[config.mk]
export PLATFORM = sky130hd
export DESIGN_NAME = serial_tx
export DESIGN_NICKNAME = d
export VERILOG_FILES = /design/src/rtl/serial_pkg.sv /design/src/rtl/serial_tx_fifo.sv /design/src/rtl/serial_tx.sv
export SDC_FILE = /design/constraint.sdc
export NUM_CORES = 1
export LEC_CHECK = 0
export CAP_MARGIN = 20
export CORE_MARGIN = 3
export CORE_UTILIZATION = 45
export CTS_CLUSTER_SIZE = 24
export DETAILED_ROUTE_END_ITERATION = 16
export GPL_TIMING_DRIVEN = 0
export PLACE_DENSITY = 0.73
export SLEW_MARGIN = 40
export SYNTH_ARGS = -nofsm -noshare
export SYNTH_HDL_FRONTEND = slang
export SYNTH_SLANG_ARGS = --single-unit
[constraint.sdc]
create_clock -name clk -period 7 [get_ports clk]
set_input_delay 0.7 -clock clk [delete_from_list [all_inputs] [get_ports clk]]
set_output_delay 0.7 -clock clk [all_outputs]
set_load 0.01 [all_outputs]
[src/rtl/serial_pkg.sv]
// Shared serial-link definitions: transmitter FSM states, frame geometry and the
// odd-parity rule used by both the transmitter and any receiver-side checker.
package serial_pkg;

  localparam int unsigned DATA_BITS       = 8;
  localparam int unsigned FRAME_LEN_PAR   = DATA_BITS + 3;
  localparam int unsigned FRAME_LEN_NOPAR = DATA_BITS + 2;

  typedef enum logic [2:0] {
    IDLE,
    START,
    DATA,
    PARITY,
    STOP,
    GAP
  } tx_state_e;

  // Parity bit that makes the count of ones across data+parity odd.
  function automatic logic odd_parity(input logic [DATA_BITS-1:0] data);
    return ~^data;
  endfunction

endpackage

[src/rtl/serial_tx_fifo.sv]
// Synchronous byte FIFO; head entry is combinationally visible, writes land one edge later.
// Backpressure: full_o blocks writes even when a pop happens on the same edge.
module serial_tx_fifo #(
  parameter int unsigned DEPTH = 4,
  parameter int unsigned WIDTH = 8
) (
  input  logic                           clk,
  input  logic                           rst,
  input  logic                           push_i,
  input  logic [WIDTH-1:0]               push_dat_i,
  input  logic                           pop_i,
  output logic [WIDTH-1:0]               head_dat_o,
  output logic                           full_o,
  output logic                           empty_o,
  output logic [$clog2(DEPTH+1)-1:0]     count_o
);

  localparam int unsigned AW = (DEPTH > 1) ? $clog2(DEPTH) : 1;
  localparam int unsigned CW = $clog2(DEPTH + 1);

  logic [WIDTH-1:0] mem_q [DEPTH];
  logic [AW-1:0]    wr_ptr_q;
  logic [AW-1:0]    rd_ptr_q;
  logic [CW-1:0]    count_q;
  logic             wr_en;
  logic             rd_en;

  assign full_o     = (count_q == CW'(DEPTH));
  assign empty_o    = (count_q == '0);
  assign wr_en      = push_i && !full_o;
  assign rd_en      = pop_i && !empty_o;
  assign head_dat_o = mem_q[rd_ptr_q];
  assign count_o    = count_q;

  // DEPTH is a power of two, so the pointers wrap naturally.
  always_ff @(posedge clk) begin
    if (!rst) begin
      wr_ptr_q <= '0;
      rd_ptr_q <= '0;
      count_q  <= '0;
    end else begin
      if (wr_en) wr_ptr_q <= wr_ptr_q + AW'(1);
      if (rd_en) rd_ptr_q <= rd_ptr_q + AW'(1);
      count_q <= count_q + CW'(wr_en) - CW'(rd_en);
    end
  end

  always_ff @(posedge clk) begin
    if (wr_en) mem_q[wr_ptr_q] <= push_dat_i;
  end

endmodule

[src/rtl/serial_tx.sv]
// Byte-to-bitstream serializer: start, 8 data bits LSB first, optional odd parity, stop, optional gap.
// Start bit appears two edges after an idle accept; in_ready drops only when the FIFO is full.
module serial_tx
  import serial_pkg::*;
#(
  parameter int unsigned FIFO_DEPTH = 4,
  parameter int unsigned PARITY_EN  = 1,
  parameter int unsigned IDLE_BITS  = 0
) (
  input  logic        clk,
  input  logic        rst,
  input  logic [7:0]  in_byte,
  input  logic        in_valid,
  output logic        in_ready,
  output logic        out,
  output logic        busy,
  output logic [15:0] frame_cnt
);

  localparam int unsigned CW = $clog2(FIFO_DEPTH + 1);

  tx_state_e            state_q, state_d;
  logic [DATA_BITS-1:0] shift_q, shift_d;
  logic [DATA_BITS-1:0] data_q, data_d;
  logic [2:0]           bit_cnt_q, bit_cnt_d;
  logic [3:0]           gap_cnt_q, gap_cnt_d;
  logic [15:0]          frame_cnt_q, frame_cnt_d;
  logic                 out_q, out_d;
  logic                 launch;

  logic                 fifo_push;
  logic                 fifo_pop;
  logic [7:0]           fifo_head;
  logic                 fifo_full;
  logic                 fifo_empty;
  logic [CW-1:0]        fifo_count;

  assign in_ready  = !fifo_full && rst;
  assign fifo_push = in_valid && in_ready;

  serial_tx_fifo #(
    .DEPTH (FIFO_DEPTH),
    .WIDTH (8)
  ) u_fifo (
    .clk        (clk),
    .rst        (rst),
    .push_i     (fifo_push),
    .push_dat_i (in_byte),
    .pop_i      (fifo_pop),
    .head_dat_o (fifo_head),
    .full_o     (fifo_full),
    .empty_o    (fifo_empty),
    .count_o    (fifo_count)
  );

  always_comb begin
    state_d     = state_q;
    shift_d     = shift_q;
    data_d      = data_q;
    bit_cnt_d   = bit_cnt_q;
    gap_cnt_d   = gap_cnt_q;
    frame_cnt_d = frame_cnt_q;
    out_d       = 1'b1;
    fifo_pop    = 1'b0;
    launch      = 1'b0;

    case (state_q)
      IDLE:   launch = 1'b1;
      START: begin
        out_d     = 1'b0;
        bit_cnt_d = '0;
        state_d   = DATA;
      end
      DATA: begin
        out_d     = shift_q[0];
        shift_d   = {1'b0, shift_q[DATA_BITS-1:1]};
        bit_cnt_d = bit_cnt_q + 3'd1;
        if (bit_cnt_q == 3'(DATA_BITS - 1)) state_d = (PARITY_EN != 0) ? PARITY : STOP;
      end
      PARITY: begin
        out_d   = odd_parity(data_q);
        state_d = STOP;
      end
      STOP: begin
        frame_cnt_d = frame_cnt_q + 16'd1;
        if (IDLE_BITS != 0) begin
          gap_cnt_d = '0;
          state_d   = GAP;
        end else begin
          launch = 1'b1;
        end
      end
      GAP: begin
        if (gap_cnt_q == 4'(IDLE_BITS - 1)) launch = 1'b1;
        else gap_cnt_d = gap_cnt_q + 4'd1;
      end
      default: state_d = IDLE;
    endcase

    // Shared exit from IDLE/STOP/GAP: start the next frame if one is buffered.
    if (launch) begin
      if (!fifo_empty) begin
        fifo_pop = 1'b1;
        shift_d  = fifo_head;
        data_d   = fifo_head;
        state_d  = START;
      end else begin
        state_d = IDLE;
      end
    end
  end

  always_ff @(posedge clk) begin
    if (!rst) begin
      state_q     <= IDLE;
      shift_q     <= '0;
      data_q      <= '0;
      bit_cnt_q   <= '0;
      gap_cnt_q   <= '0;
      frame_cnt_q <= '0;
      out_q       <= 1'b1;
    end else begin
      state_q     <= state_d;
      shift_q     <= shift_d;
      data_q      <= data_d;
      bit_cnt_q   <= bit_cnt_d;
      gap_cnt_q   <= gap_cnt_d;
      frame_cnt_q <= frame_cnt_d;
      out_q       <= out_d;
    end
  end

  assign out       = out_q;
  assign busy      = (state_q != IDLE) || (fifo_count != '0);
  assign frame_cnt = frame_cnt_q;

endmodule

=== After elaboration in Yosys (flattened, before gate mapping) ===
Memories as Yosys holds them, arrays and structs flattened. A register that Yosys moved wholly into a read port is not among the register bits.
Index checks and enable logic that the tools add are counted.

* Register bits: 50
* Output and inout bits: 19
* Memories kept: 1
* Logic and storage cells: 65
* Memory bits (writable): 32

{| class="wikitable"
|+ Memory list
! name !! depth !! bits a word !! read ports !! clocked after memory_dff !! wr ports !! RTL line !! source
|-
| u_fifo.mem_q || 4 || 8 || 1 || 1 || 1 || serial_tx_fifo.sv:21 || <nowiki>logic [WIDTH-1:0] mem_q [DEPTH];</nowiki>
|}

* Equal/unequal tests: 10
* Add/sub/neg operators: 7
* Bitwise gates (word level): 2
* Reductions and logical operators: 18
* Mux-type cells: 17

{| class="wikitable"
|+ Operators by type and width
! cell !! count
|-
| 8-bit 2-to-1 mux || 3
|-
| 16-bit by 1-bit adder with 16-bit output (second input constant) || 1
|-
| 3-bit == test (second input constant) || 4
|-
| 3-bit case mux with 4 select lines || 1
|-
| 8-bit XNOR reduction || 1
|-
| 3-bit by 2-bit == test with 1-bit output (second input constant) || 2
|-
| 3-bit logical NOT || 2
|-
| 1-bit 2-to-1 mux || 6
|-
| 3-bit 2-to-1 mux || 2
|-
| 3-bit case mux with 2 select lines || 1
|-
| 2-bit AND reduction || 3
|-
| 3-bit nonzero test || 2
|-
| 2-bit by 1-bit adder with 2-bit output (second input constant) || 2
|-
| 4-bit by 1-bit adder with 4-bit output (second input constant) || 1
|-
| 4-bit == test (second input constant) || 1
|-
| 1-bit logical AND || 4
|-
| 2-bit 2-to-1 mux || 2
|-
| 3-bit by 1-bit adder with 3-bit output || 1
|-
| 3-bit by 1-bit adder with 3-bit output (second input constant) || 1
|-
| 3-bit by 1-bit == test with 1-bit output (second input constant) || 1
|-
| 3-bit inequality test (second input constant) || 1
|-
| 1-bit case mux with 3 select lines || 1
|-
| 3-bit OR reduction || 1
|-
| 3-bit by 1-bit subtractor with 3-bit output || 1
|-
| other kinds (7) || 9
|}

=== Longest topological paths before layout ===
* Depth after elaboration: 7
* Gate-level depth with buffers: 12
* Depth with buffers taken out: 11

=== Modules after synthesis ===
Synthesis repeated with hierarchy kept, for this count alone.

* Cells, all modules: 320
* Area, all modules: 3,609.7 um^2

{| class="wikitable"
|+ Modules (own cells, without submodules)
! module !! cells an instance !! times used !! area an instance (um^2) !! seq. area each (um^2)
|-
| serial_tx || 227 || 1 || 1,968.1 || 860.8
|-
| serial_tx_fifo || 93 || 1 || 1,641.6 || 1,141.1
|}

=== Worst setup path before layout ===
OpenSTA, ideal clock, no wires.

* Path kind: reg2reg
* From: register gap_cnt_q[0]
* To: register u_fifo.count_q[2] (netlist: u_fifo.count_o[2])
* Arrival time: 2,324 ps
* Period minus slack after synthesis: 2,451 ps
* Setup slack: 4,549 ps
* Path buffers: 1
* Data required time: 6,872 ps
* Cell stages (with the launch flop): 13
* Cells stage by stage: dfxtp_1 -> ha_1 -> nand4_1 -> a211o_1 -> inv_1 -> clkbuf_1 -> ha_1 -> inv_1 -> ha_1 -> fa_1 -> xnor2_1 -> xnor2_1 -> nor2_1

* Longest elaborated chain between the ends: 6

{| class="wikitable"
|+ RTL lines
! element !! RTL line !! source
|-
| from (decl) || serial_tx.sv:26 || <nowiki>logic [3:0] gap_cnt_q, gap_cnt_d;</nowiki>
|-
| from (signal assigned) || serial_tx.sv:127 || <nowiki>gap_cnt_q <= gap_cnt_d;</nowiki>
|-
| 4-bit == test || serial_tx.sv:94 || <nowiki>if (gap_cnt_q == 4'(IDLE_BITS - 1)) launch = 1'b1;</nowiki>
|-
| 1-bit 2-to-1 mux || serial_tx.sv:94 ||
|-
| 1-bit case mux with 2 select lines || serial_tx.sv:67 || <nowiki>case (state_q)</nowiki>
|-
| 1-bit 2-to-1 mux || serial_tx.sv:101 || <nowiki>if (launch) begin</nowiki>
|-
| via fifo_pop || serial_tx.sv:32 || <nowiki>logic fifo_pop;</nowiki>
|-
| 1-bit logical AND || serial_tx_fifo.sv:31 || <nowiki>assign rd_en = pop_i && !empty_o;</nowiki>
|-
| 3-bit by 1-bit subtractor with 3-bit output || serial_tx_fifo.sv:44 || <nowiki>count_q <= count_q + CW'(wr_en) - CW'(rd_en);</nowiki>
|-
| to (signal assigned) || serial_tx_fifo.sv:44 ||
|-
| to (decl) || serial_tx_fifo.sv:24 || <nowiki>logic [CW-1:0] count_q;</nowiki>
|}

The timed path passes the listed nets, and every way through them passes these cells.
A chain may end at the register's enable or synchronous reset.

=== Final worst setup path ===
* From: input port rst
* To: output port in_ready

* Longest elaborated chain between the ends: 1

{| class="wikitable"
|+ RTL lines
! element !! RTL line !! source
|-
| from (decl) || serial_tx.sv:11 || <nowiki>input logic rst,</nowiki>
|-
| 1-bit logical AND || serial_tx.sv:38 || <nowiki>assign in_ready = !fifo_full && rst;</nowiki>
|-
| to (decl) || serial_tx.sv:14 || <nowiki>output logic in_ready,</nowiki>
|}

No other way between the ends.

==> results.py <==
metrics = {
    "routing": {
        "wirelength_um": 5974,
        "dr_total_vias": 2358,
        "via_per_inst": 5.104,
        "ant_nets": 0,
        "drtPass1Iterations": 4,
        "drc": 0,
        "drtIter0Drc": 116,
        "wl_per_cell_um": 12.93,
    },
    "pwr": {
        "leakage_nw": 1.462,
        "peakVddDrop_v": 0.0001536,
        "powerDensity_nw_per_um2": 342.7,
        "total_power_w": 0.001432,
    },
    "critical_path": {
        "crit_top_cell": "clkdlybuf4s50_1",
        "worstPathCellList": "clkdlybuf4s50_1 > clkbuf_1 > inv_2 > buf_1 > a21oi_1 > clkdlybuf4s50_1",
        "startpoint_type": "primary input",
        "endpoint_kind": "output pin",
        "slowest_delay_ns": 0.55,
        "cp_num_buf_inv": 5,
        "critPathRequiredTime_ns": 6.30,
        "cp.arrival_ns": 2.83,
        "slowest_stage": "clkdlybuf4s50_1",
        "path_max_fanout": 10,
        "critical_path.top_delay_family": "buffers and inverters",
        "worstSetupPathType": "in2out",
    },
    "timing": {
        "skew_ns": 0.009862,
        "min_period_ns": 3.528,
        "fmax_ghz": 0.2835,
        "final-max-slew-violation-count": 0,
        "tightest_slew_ns": 0.7373,
        "hold_viol_final": 0,
        "fin_tns_setup_ns": 0,
        "max_slew_margin_pct": 50.39,
        "rsz0062_at_grt": "no",
        "setup_violations": 0,
        "period_share_pct": 50.40,
        "fin_hold_ws_ns": 0.4718,
    },
    "die": {
        "fp.dieH_um": 94.66,
        "die_area_um2": 8961,
        "core_um2": 7447,
        "ios": 30,
        "die_w_um": 94.66,
        "start_util_pct": 47.50,
        "core.rowCount": 31,
    },
    "finish": {
        "n_fill_cell": 648,
        "antenna_cells": 0,
        "syn2layout_area_growth_pct": 18.15,
        "fin_nets": 380,
        "final_core_util_pct": 56.12,
        "layout.cells.non_filler": 462,
        "drive_above_1_share_pct": 9.917,
    },
    "cts": {
        "post_cts_resized": 0,
        "cts_buffers": 9,
        "path_clk_slew_ns": 0.08,
        "cts_tree": "done",
        "clock_sinks": 84,
        "ctsHtreeMaxLevel": 3,
        "postCtsHoldBufs": 0,
        "cts_setup_buffers": 0,
        "cts_buffer_depth": 2,
        "worst_skew_pair.late_latency_ns": 0.36,
        "ctsRootBufferMaster": "clkbuf_8",
    },
    "yosys": {
        "syn_nets": 340,
        "ys_types": 40,
        "synthAdderAreaFrac_pct": 4.103,
        "synth.cell_area_um2": 3537,
        "synthArstFlopShare_pct": 0,
        "yosysSeqAreaShare_pct": 56.60,
        "synth_cells": 318,
        "ys_ff_latch": 84,
        "synthXorXnorAreaFrac_pct": 5.200,
        "synth_flop_cell": "dfxtp_1",
        "synth_edf_count": 32,
        "synth_compound_area_share_pct": 7.110,
        "synth_top_family_by_area": "simple AND/OR/NAND/NOR gates",
        "synth-warning-count": 0,
        "synthSimpleGateAreaFrac_pct": 15.00,
        "synthMuxAreaShare_pct": 8.454,
        "syn_avg_cell_area_um2": 11.12,
    },
    "grt": {
        "grt_pass1_wl_um": 10190,
        "antenna_found_initial": 0,
        "grt_overflow": 0,
        "grt_max_degree": 17,
        "grt_pass1_vias": 2203,
        "grt_usage_pct": 14.67,
    },
    "min_path": {
        "hp-class": "reg2reg",
    },
    "status": {
        "outcome": "completed",
    },
    "placed_design": {
        "place_inst": 446,
        "finalWeightedCongestion": 0.7434,
        "portBuffers": 29,
        "dp_hpwl_um": 4182,
    },
    "job": {
        "cap_viol_max_count": 0,
    },
}
==> stage by stage <==
step	setup slack, ns	cell area, um^2
floorplan	4.549	3537
global placement	3.460	3951
detailed placement	3.456	3951
CTS	3.448	4179
global route	3.275	4179
finish	3.472	4179
==> synthesized netlist by cell type, types with 3 or more instances <==
| cell type | instances | area (um^2) |
|---|---|---|
| nand2_1 | 37 | 138.9 |
| inv_1 | 16 | 60.06 |
| nor3_1 | 10 | 50.05 |
| and2_1 | 7 | 43.79 |
| nand3_1 | 7 | 35.03 |
| xnor2_1 | 20 | 175.2 |
| mux4_2 | 8 | 180.2 |
| and3_1 | 3 | 18.77 |
| nand2b_1 | 3 | 18.77 |
| mux2_2 | 7 | 78.83 |
| dfxtp_1 | 52 | 1041 |
| nor2_1 | 21 | 78.83 |
| o21ai_0 | 6 | 30.03 |
| buf_1 | 4 | 15.01 |
| ha_1 | 10 | 125.1 |
| a21oi_1 | 29 | 145.1 |
| o22a_1 | 3 | 26.28 |
| clkbuf_1 | 8 | 30.03 |
| mux2i_1 | 4 | 40.04 |
| or3_1 | 5 | 31.28 |
| nor2b_1 | 4 | 25.02 |
| edfxtp_1 | 32 | 960.9 |
==> where the power goes <==
group          total, W  switching (W)  internal (W)  leakage [nW]
sequential     0.000628      0.0000439      0.000584         0.714
combinational  0.000414       0.000215      0.000199         0.633
clock          0.000390       0.000184      0.000207         0.115
total           0.00143       0.000443      0.000989          1.46
==> per-layer routing <==
metal	global-route usage, %	share of wire (%)
met1	18.44	46
met2	23.84	48
met3	3.745	4.3
met4	6.490	1.5
met5	0	0
==> logic make-up (layout without fill, tap and decap cells) <==
logic type,Yosys count,count (layout)
adders and majority gates,11,11
DFF,84,84
muxes,19,19
AOI/OAI and AO/OA,44,44
xor gates and xnor gates,21,21
buffers and inverters,31,76
and+or+nand+nor,108,108
==> worst register-to-register path, delay by kind of cell (launching register included) <==
family	cells	cell delay [ns]
buf+inv	3	0.48
fa+ha+maj	4	0.95
simple gates	2	0.15
compound gates	1	0.31
flops	1	0.37
xor+xnor	2	0.32
==> final timing paths <==
check,cells past startpoint,slack [ns],startpoint,endpoint
hold / removal,2,0.47,data_q[4]$_SDFFE_PN0P_,data_q[4]$_SDFFE_PN0P_
hold reg to reg,2,0.47,data_q[4]$_SDFFE_PN0P_,data_q[4]$_SDFFE_PN0P_
setup reg to reg,12,4.30,gap_cnt_q[0]$_SDFFE_PN0P_,u_fifo.count_o[2]$_SDFF_PN0_
setup / recovery,6,3.47,rst,in_ready
==> flip-flops by register name, summed over array words and instances, names as in the netlist, named ones only <==
| name | count |
|---|---|
| bit_cnt_q | 3 |
| data_q | 8 |
| frame_cnt | 16 |
| gap_cnt_q | 4 |
| out | 1 |
| shift_q | 8 |
| state_q | 3 |
| u_fifo.count_o | 3 |
| u_fifo.mem_q | 32 |
| u_fifo.rd_ptr_q | 2 |
| u_fifo.wr_ptr_q | 2 |
==> placed cells by master, fill, tap and decap left out, drive strengths merged, types with 8 or more instances in the layout <==
cell and count:
dfxtp 52, nand2 37, edfxtp 32, a21oi 29
clkdlybuf4s50 29, nor2 21, inv 21, xnor2 20
clkbuf 17, nor3 10, ha 10, mux4 8
==> final cells by class <==
type	instances	area (um^2)	share of cell area, %
multi-input combinational	203	1410	33.74
clock buffer	9	123.9	2.964
inverter	17	63.81	1.527
buffer	14	61.31	1.467
timing repair buffer	29	290.3	6.946
tap	99	123.9	2.964
clock inverter	7	103.9	2.485
sequential	84	2002	47.90
Power figures use the tool's default switching activity.
